--- src/rtl/step_calc_scheduler_pkg.sv ---
// Shared types and constants for the silencer step-calculator scheduler.
package step_calc_scheduler_pkg;

   typedef enum logic [1:0] {IDLE, START, FEED, DRAIN} sched_state_t;

   localparam int unsigned STEP_W = 16;
   localparam int unsigned ADDR_W = 8;
   localparam int unsigned CNT_W  = 9;
   localparam int unsigned OVR_W  = 8;

   localparam logic [STEP_W-1:0] DEF_STEP_INT = STEP_W'(10);
   localparam logic [STEP_W-1:0] DEF_STEP_PHS = STEP_W'(40);

   // A zero step count would divide by zero downstream; store it as 1.
   function automatic logic [STEP_W-1:0] clamp_step(input logic [STEP_W-1:0] v);
      return (v == '0) ? STEP_W'(1) : v;
   endfunction

endpackage

--- src/rtl/step_calc_scheduler_beat_counter.sv ---
// Counts result beats of one step calculator; flags a full burst and any beat beyond it.
module step_calc_scheduler_beat_counter
   import step_calc_scheduler_pkg::*;
#(
   parameter int unsigned DEPTH = 249
) (
   input  logic clk,
   input  logic rst_n,
   input  logic clr_i,
   input  logic beat_i,
   output logic complete_o,
   output logic excess_o
);

   localparam logic [CNT_W-1:0] FULL = CNT_W'(DEPTH + 1);

   logic [CNT_W-1:0] count_q;
   logic             complete_q;
   logic             excess_q;

   always_ff @(posedge clk or negedge rst_n) begin
      if (!rst_n) begin
         count_q    <= '0;
         complete_q <= 1'b0;
         excess_q   <= 1'b0;
      end else begin
         excess_q <= 1'b0;
         if (clr_i) begin
            count_q    <= '0;
            complete_q <= 1'b0;
         end else if (beat_i) begin
            // Count saturates at a full burst; extra beats only raise the excess flag.
            if (count_q == FULL) begin
               excess_q <= 1'b1;
            end else begin
               count_q    <= count_q + CNT_W'(1);
               complete_q <= (count_q == FULL - CNT_W'(1));
            end
         end
      end
   end

   assign complete_o = complete_q;
   assign excess_o   = excess_q;

endmodule

--- src/rtl/step_calc_scheduler.sv ---
// Sequences the intensity/phase step calculators for each drive-data update:
// start strobe, source-address sweep, then wait for both result bursts.
module step_calc_scheduler
   import step_calc_scheduler_pkg::*;
#(
   parameter int unsigned DEPTH   = 249,
   parameter int unsigned TIMEOUT = 1023
) (
   input  logic              clk,
   input  logic              rst_n,
   input  logic              update_req_i,
   input  logic              config_valid_i,
   input  logic [STEP_W-1:0] completion_steps_intensity_i,
   input  logic [STEP_W-1:0] completion_steps_phase_i,
   input  logic              err_clr_i,
   output logic              step_din_valid_o,
   output logic [STEP_W-1:0] step_completion_intensity_o,
   output logic [STEP_W-1:0] step_completion_phase_o,
   output logic [ADDR_W-1:0] src_addr_o,
   output logic              src_valid_o,
   input  logic              int_dout_valid_i,
   input  logic              phs_dout_valid_i,
   output logic              busy_o,
   output logic              done_o,
   output logic [OVR_W-1:0]  overrun_cnt_o,
   output logic              err_o
);

   localparam int unsigned       TIMER_CLOG = $clog2(TIMEOUT + 1);
   localparam int unsigned       TIMER_W    = (TIMER_CLOG < 10) ? 10 : TIMER_CLOG;
   localparam logic [ADDR_W-1:0] LAST_ADDR  = ADDR_W'(DEPTH);

   sched_state_t       state_q;
   logic [STEP_W-1:0]  shadow_int_q, shadow_phs_q;
   logic [STEP_W-1:0]  act_int_q, act_phs_q;
   logic               pending_q;
   logic               din_valid_q;
   logic               src_valid_q;
   logic [ADDR_W-1:0]  src_addr_q;
   logic               busy_q;
   logic               done_q;
   logic [OVR_W-1:0]   overrun_q;
   logic               err_q;
   logic [TIMER_W-1:0] timer_q;

   logic int_cpl, phs_cpl, int_exc, phs_exc;
   logic busy_c, go_c, pass_done_c, timeout_c;

   assign busy_c      = (state_q != IDLE);
   assign go_c        = (state_q == IDLE) && (update_req_i || pending_q);
   assign pass_done_c = (state_q == DRAIN) && int_cpl && phs_cpl;
   assign timeout_c   = busy_c && (timer_q == TIMER_W'(TIMEOUT));

   step_calc_scheduler_beat_counter #(.DEPTH(DEPTH)) u_int_cnt (
      .clk        (clk),
      .rst_n      (rst_n),
      .clr_i      (go_c),
      .beat_i     (int_dout_valid_i && busy_c),
      .complete_o (int_cpl),
      .excess_o   (int_exc)
   );

   step_calc_scheduler_beat_counter #(.DEPTH(DEPTH)) u_phs_cnt (
      .clk        (clk),
      .rst_n      (rst_n),
      .clr_i      (go_c),
      .beat_i     (phs_dout_valid_i && busy_c),
      .complete_o (phs_cpl),
      .excess_o   (phs_exc)
   );

   always_ff @(posedge clk or negedge rst_n) begin
      if (!rst_n) begin
         state_q      <= IDLE;
         shadow_int_q <= DEF_STEP_INT;
         shadow_phs_q <= DEF_STEP_PHS;
         act_int_q    <= DEF_STEP_INT;
         act_phs_q    <= DEF_STEP_PHS;
         pending_q    <= 1'b0;
         din_valid_q  <= 1'b0;
         src_valid_q  <= 1'b0;
         src_addr_q   <= '0;
         busy_q       <= 1'b0;
         done_q       <= 1'b0;
         overrun_q    <= '0;
         err_q        <= 1'b0;
         timer_q      <= '0;
      end else begin
         din_valid_q <= 1'b0;
         done_q      <= 1'b0;

         if (config_valid_i) begin
            shadow_int_q <= clamp_step(completion_steps_intensity_i);
            shadow_phs_q <= clamp_step(completion_steps_phase_i);
         end

         // Requests during a pass collapse into one pending pass.
         if (update_req_i && busy_c) begin
            pending_q <= 1'b1;
            if (overrun_q != '1) overrun_q <= overrun_q + OVR_W'(1);
         end

         if (err_clr_i) err_q <= 1'b0;
         if (int_exc || phs_exc) err_q <= 1'b1;

         if (busy_c) timer_q <= timer_q + TIMER_W'(1);

         case (state_q)
            IDLE: begin
               if (go_c) begin
                  state_q     <= START;
                  pending_q   <= 1'b0;
                  din_valid_q <= 1'b1;
                  busy_q      <= 1'b1;
                  act_int_q   <= shadow_int_q;
                  act_phs_q   <= shadow_phs_q;
                  timer_q     <= '0;
               end
            end
            START: begin
               state_q     <= FEED;
               src_valid_q <= 1'b1;
               src_addr_q  <= '0;
            end
            FEED: begin
               if (src_addr_q == LAST_ADDR) begin
                  state_q     <= DRAIN;
                  src_valid_q <= 1'b0;
                  src_addr_q  <= '0;
               end else begin
                  src_addr_q <= src_addr_q + ADDR_W'(1);
               end
            end
            default: ;
         endcase

         // Completion takes priority over a timeout landing in the same cycle.
         if (pass_done_c) begin
            state_q <= IDLE;
            busy_q  <= 1'b0;
            done_q  <= 1'b1;
         end else if (timeout_c) begin
            state_q     <= IDLE;
            busy_q      <= 1'b0;
            src_valid_q <= 1'b0;
            src_addr_q  <= '0;
            err_q       <= 1'b1;
         end
      end
   end

   assign step_din_valid_o            = din_valid_q;
   assign step_completion_intensity_o = act_int_q;
   assign step_completion_phase_o     = act_phs_q;
   assign src_addr_o                  = src_addr_q;
   assign src_valid_o                 = src_valid_q;
   assign busy_o                      = busy_q;
   assign done_o                      = done_q;
   assign overrun_cnt_o               = overrun_q;
   assign err_o                       = err_q;

endmodule
--- config.mk ---
export PLATFORM = sky130hd
export DESIGN_NAME = step_calc_scheduler
export DESIGN_NICKNAME = d
export VERILOG_FILES = /design/src/rtl/step_calc_scheduler_pkg.sv /design/src/rtl/step_calc_scheduler_beat_counter.sv /design/src/rtl/step_calc_scheduler.sv
export SDC_FILE = /design/constraint.sdc
export NUM_CORES = 1
export LEC_CHECK = 0
export ABC_AREA = 1
export BUFFER_PORTS_ARGS = -buffer_cell sky130_fd_sc_hd__buf_2
export CORE_MARGIN = 10
export CORE_UTILIZATION = 55
export CTS_CLUSTER_SIZE = 25
export DETAILED_ROUTE_END_ITERATION = 10
export PLACE_DENSITY = 0.78
export SETUP_SLACK_MARGIN = 0.02
export SLEW_MARGIN = 20
export SYNTH_ARGS = -nofsm -noshare
export SYNTH_HDL_FRONTEND = slang
export SYNTH_SLANG_ARGS = --single-unit
--- constraint.sdc ---
create_clock -name clk -period 2.52 [get_ports clk]
set_input_delay 0.504 -clock clk [delete_from_list [all_inputs] [get_ports clk]]
set_output_delay 0.504 -clock clk [all_outputs]
set_load 0.02 [all_outputs]
-- Word-level counts from Yosys, hierarchy flattened
Cells that the tools add are included.
- bits in registers: 120
- logic and storage cells: 113
- input port bits: 39
- output and inout bits: 53
- $add $sub $neg: 5
- multiplexer cells: 50
- eq/ne operators: 14
- reductions and logical operators: 24
- operator list (operator ; number):
    two-way mux 9 bit ; 6
    equality test 9 x 8 -> 1 bit, second input constant ; 4
    logical NOT 16 bit ; 2
    two-way mux 16 bit ; 2
    two-way mux 10 bit ; 3
    two-way mux 1 bit ; 29
    two-way mux 8 bit ; 3
    adder 9 x 1 -> 9 bit, second input constant ; 2
    adder 8 x 1 -> 8 bit, second input constant ; 2
    one-hot mux 8 bit (2 select lines) ; 1
    adder 10 x 1 -> 10 bit, second input constant ; 1
    equality test 10 bit, second input constant ; 1
    AND reduction 2 bit ; 5
    equality test 8 bit, second input constant ; 1
    two-way mux 2 bit ; 4
    != test 4 bit, second input constant ; 2
    != test 8 bit, second input constant ; 1
    logical AND 1 bit ; 7
    one-hot mux 2 bit (3 select lines) ; 1
    nonzero test 2 bit ; 3
    nonzero test 3 bit ; 2
    nonzero test 5 bit ; 1
    equality test 2 bit, second input constant ; 2
    != test 2 bit, second input constant ; 2
    other kinds (5) ; 6

-- Longest topological paths before layout
- depth in word-level cells: 6
- gate-level depth with buffers: 12
- depth with buffers taken out: 11

-- Modules after synthesis
A second synthesis with hierarchy kept.
- cell total of the unflattened synthesis: 657
- area total of the unflattened synthesis: 5666.7 um2
- by module, submodules not included (module ; instances ; cells an instance ; sequential area each (um2) ; area each (um2)):
    step_calc_scheduler ; 1 ; 483 ; 2462.4 ; 4272.8
    step_calc_scheduler_beat_counter ; 2 ; 87 ; 275.3 ; 696.9

-- Worst setup path before layout
No wires, ideal clock.
- path type: reg2reg
- start point: register state_q[1]
- end point: register u_phs_cnt.count_q[5]
- required time: 2.402 ns
- clock period less this slack: 1.613 ns
- stages on the path, launching flop included: 11
- arrival time: 1.496 ns
- slack: 0.907 ns
- buffers on the path: 3
- setup time: 0.118 ns
- path through: dfrtp_1 inv_1 ha_1 buf_4 inv_2 nor2_4 inv_2 buf_4 buf_2 nand3_1 o21ai_2
- cells in the longest elaborated chain, start to end: 4
- elaborated cells between the ends (all ways): 8
- those cells by class: eq/ne (1); mux (1); reduce/logical (6)
- RTL lines (item ; line ; text):
    from (decl) ; step_calc_scheduler.sv:33 ; sched_state_t state_q;
    from (signal assigned) ; step_calc_scheduler.sv:74 ; state_q <= IDLE;
    from (signal assigned) ; step_calc_scheduler.sv:111 ; state_q <= START;
    from (signal assigned) ; step_calc_scheduler.sv:121 ; state_q <= FEED;
    logical NOT 2 bit / nonzero test 2 bit (equally long branches) ; step_calc_scheduler.sv:50, step_calc_scheduler.sv:49 ;
    logical AND 1 bit (on tied branches) ; step_calc_scheduler.sv:50, step_calc_scheduler.sv:67 ;
    != test 2 bit (no source line) / nonzero test 2 bit (equally long branches) ; n/a ;
    AND reduction 2 bit (no source line) ; n/a ;
    to (signal assigned) ; step_calc_scheduler_beat_counter.sv:36 ; count_q <= count_q + CNT_W'(1);
    to (decl) ; step_calc_scheduler_beat_counter.sv:17 ; logic [CNT_W-1:0] count_q;
Several ways; a longest one is shown, not always the timed one.
A chain may end at the register's enable or synchronous reset.

-- Worst setup path after layout
- start point: register state_q[0]
- end point: register u_int_cnt.count_q[6]
- cells in the longest elaborated chain, start to end: 4
- elaborated cells between the ends (all ways): 8
- those cells by class: eq/ne (1); mux (1); reduce/logical (6)
- RTL lines (item ; line):
    logical NOT 2 bit / nonzero test 2 bit (equally long branches) ; step_calc_scheduler.sv:50, step_calc_scheduler.sv:49
    logical AND 1 bit (on tied branches) ; step_calc_scheduler.sv:50, step_calc_scheduler.sv:58
    != test 2 bit (no source line) / nonzero test 2 bit (equally long branches) ; n/a
    AND reduction 2 bit (no source line) ; n/a
    to (signal assigned) ; step_calc_scheduler_beat_counter.sv:36
    to (decl) ; step_calc_scheduler_beat_counter.sv:17
Several ways; a longest one is shown, not always the timed one.

==> metrics.txt <==
Synth Area in XOR/XNOR 2.55%; TritonRoute pass-1 iters 5; routed vias 4,508; Cell variety after synth 30; H-tree Lvls 4; slowest cell delay on critical path 0.41 ns; fill cell count 756; DP Worst Slack 0.568 ns; Clock Path Buffers 2; R2R Path Start state_q[0]; setup TNS 0 ns; pin count of the biggest net entering global routing 40; total grt overflow 0; crit end category flip-flop; Leak Pwr 3.48 nW; leading area contributor after synthesis dfrtp_1; cell with the most instances after synthesis nand2_1; vias per std cell 5.07; Final Hold Viols 0; layout cells sized above 1 20.2%; slowest CP cell dfrtp_1; Area Growth Syn to Fin 23.5%; Core Area 0.00977 sq mm; mapped cell area 0.00550 sq mm; max_cap viols 0; Worst Tran Pin Value 0.546 ns; post-route minimum period 1.96 ns; Final Net Count 797; Mapped Cells 645; Setup violations, final 0; Max-Slew Margin vs Limit 63.6%; CP most frequent cell inv_2; Ports 92; crit share post-route 77.7%; worst r2r dst u_int_cnt.count_q[6]; Starting DRT DRC Count 330; synthesized net count 698; initial antenna violation count 0; fin worst setup slack 0.561 ns; synth cell count leaders nand2_1, dfrtp_1, o21ai_0, inv_1, nor2_1; CP arrival 2.41 ns; largest cells by area after synthesis dfrtp_1, nand2_1, o21ai_0, inv_1, nor2_1; IO Port Bufs 91; # DRC 0; HP Class in -> reg; critical path class reg -> reg; crit path capture u_int_cnt.count_q[6]; Main synth FF type dfrtp_1; chip height 120 um; sequential area share after synthesis 54.8%; CTS tree yes; number of CTS-inserted buffers 17; Total GRT Usage 18.1%; Compound-Gate Fraction of Synth Area 9.28%; number of global-route vias before repair 4,741; CTS Root Cell clkbuf_8; GP Congestion 0.833; CTS sink count 120; largest family of logic cells by synthesized area simple AND/OR/NAND/NOR gates; Clock Pin Slew Worst Setup and Hold Paths 0.06 ns; total wire length 12,400 um; portion of netlist area occupied by mux cells 0%; first-pass GRT wire length 21,700 um; antenna viol nets, final 0; Initial Utilization 56.3%; R2R cell count 8; Routed WL per cell 13.9 um; CP Launch Type flip-flop; Fin Hold WS 0.205 ns; PD cells 1180 mW/mm^2; post_cts resized 0; Synth Area in Adders 3.19%; post-synth top area share 51.0%; clock latency on the worst-skew pair 0.51 ns; YS warnings 0; critical path peak fanout 39; post-synthesis simple-gate area fraction 22.8%; Avg Inst Size Synth 8.53 sq um; VDD IR max 0.000653 V; status completed; fmax 511 MHz; Post-synth ARST share 100%; RSZ-0062 raised after global routing false; Die X 120 um; Slew Viols, Final 0; crit-path cells inv_1 > ha_1 > inv_2 > nor2_4 > inv_2 > buf_4 > nand3_1 > nand2_1; number of synthesized flops with an enable pin 0; detailed placer's ending HPWL 8620 um; reg2reg setup slack 0.56 ns; CP Data Required Time 2.97 ns; num rows 36; number of diodes 0; Seq cells post-synth 120; CP startpoint state_q[0]; die area 0.0144 sq mm; Post-Route Skew 0.0101 ns
layout make-up:
type                            instances  area [sq um]  share of cell area (%)
Tap cell                              133           166                    2.45
Inverter                               81           304                    4.48
Multi-Input combinational cell        424          2080                    30.6
Timing Repair Buffer                  100           553                    8.15
Clock buffer                           18           428                    6.30
Clock inverter                         14           244                    3.59
Sequential cell                       120          3010                    44.4
sequential cells by signal, summed over array words and instances (netlist names), 2 cells and up:
name,cells
timer_q,10
step_completion_intensity_o,16
state_q,2
src_addr_o,8
u_phs_cnt.count_q,9
step_completion_phase_o,16
overrun_cnt_o,8
shadow_phs_q,16
shadow_int_q,16
u_int_cnt.count_q,9
metal layers:
layer  GRT usage, %  share of wire, %  wire length [um]
met2           29.6                47              5850
met5              0                 0                 0
met4           5.51               1.4               176
met3           6.66               7.1               878
met1           21.9                44              5510
critical path: cells and delay by family (launching register included):
family                   cells  cell delay, ns
buffers and inverters        4            0.90
flip-flops                   1            0.41
adder cells (fa/ha/maj)      1            0.31
AND/OR/NAND/NOR              3            0.28
stage by stage:
step | total power [W] | util, % | std cells | instance area [sq um]
2_1_floorplan | 0.00452 | - | 645 | 5500
3_3_place_gp | 0.00520 | 62.5 | 857 | 6110
3_5_place_dp | 0.00531 | 62.5 | 857 | 6110
4_1_cts | 0.00809 | 69.5 | 890 | 6790
5_1_grt | 0.00857 | 69.5 | 890 | 6790
6_report | 0.00803 | 69.5 | 890 | 6790
worst min-delay path by stage:
stage / startpoint / to / slack, ns / cells after the start
floorplan: rst_n / busy_o / 0.21 / 0
global placement: u_int_cnt.excess_o / err_o / 0.43 / 2
detailed placement: u_int_cnt.excess_o / err_o / 0.45 / 2
CTS: completion_steps_phase_i[1] / shadow_phs_q[1] / 0.19 / 3
global route: completion_steps_phase_i[5] / shadow_phs_q[5] / 0.21 / 3
finish: completion_steps_phase_i[1] / shadow_phs_q[1] / 0.20 / 3
logic make-up after synthesis:
logic type	after synthesis
AO/OA/AOI/OAI	98
XOR/XNOR	16
adder cells (fa/ha/maj)	14
buffers and inverters	101
flip-flops	120
AND/OR/NAND/NOR	296
where the power goes:
part / leakage, nW / internal (W) / switching [W]
Sequential: 1.52 / 0.00247 / 0.000393
Clock: 0.322 / 0.00184 / 0.000898
Combinational: 1.64 / 0.000781 / 0.00165
Total: 3.48 / 0.00509 / 0.00294
placed cells by master, fill, tap and decap left out, types with 3 or more instances in the layout:
| cell type | count |
|---|---|
| xor2_1 | 9 |
| nor3_1 | 8 |
| nor2_4 | 3 |
| bufinv_16 | 6 |
| nand2_1 | 167 |
| inv_2 | 4 |
| clkbuf_16 | 16 |
| dfrtp_1 | 112 |
| a21oi_1 | 11 |
| o21ai_2 | 3 |
| nand4_1 | 11 |
| dfstp_2 | 8 |
| buf_4 | 7 |
| nor3b_1 | 3 |
| xnor2_1 | 7 |
| nand3_1 | 37 |
| o21ai_0 | 79 |
| ha_1 | 14 |
| buf_2 | 90 |
| inv_1 | 77 |
| clkinv_4 | 3 |
| nor2_1 | 61 |
what timing repair did:
action                    in CTS  in global routing
hold endpoints to repair      24                  0
setup buffers                  0                  0
hold buffers                   1                  0
No activity file was read; power rests on OpenSTA's default activity.
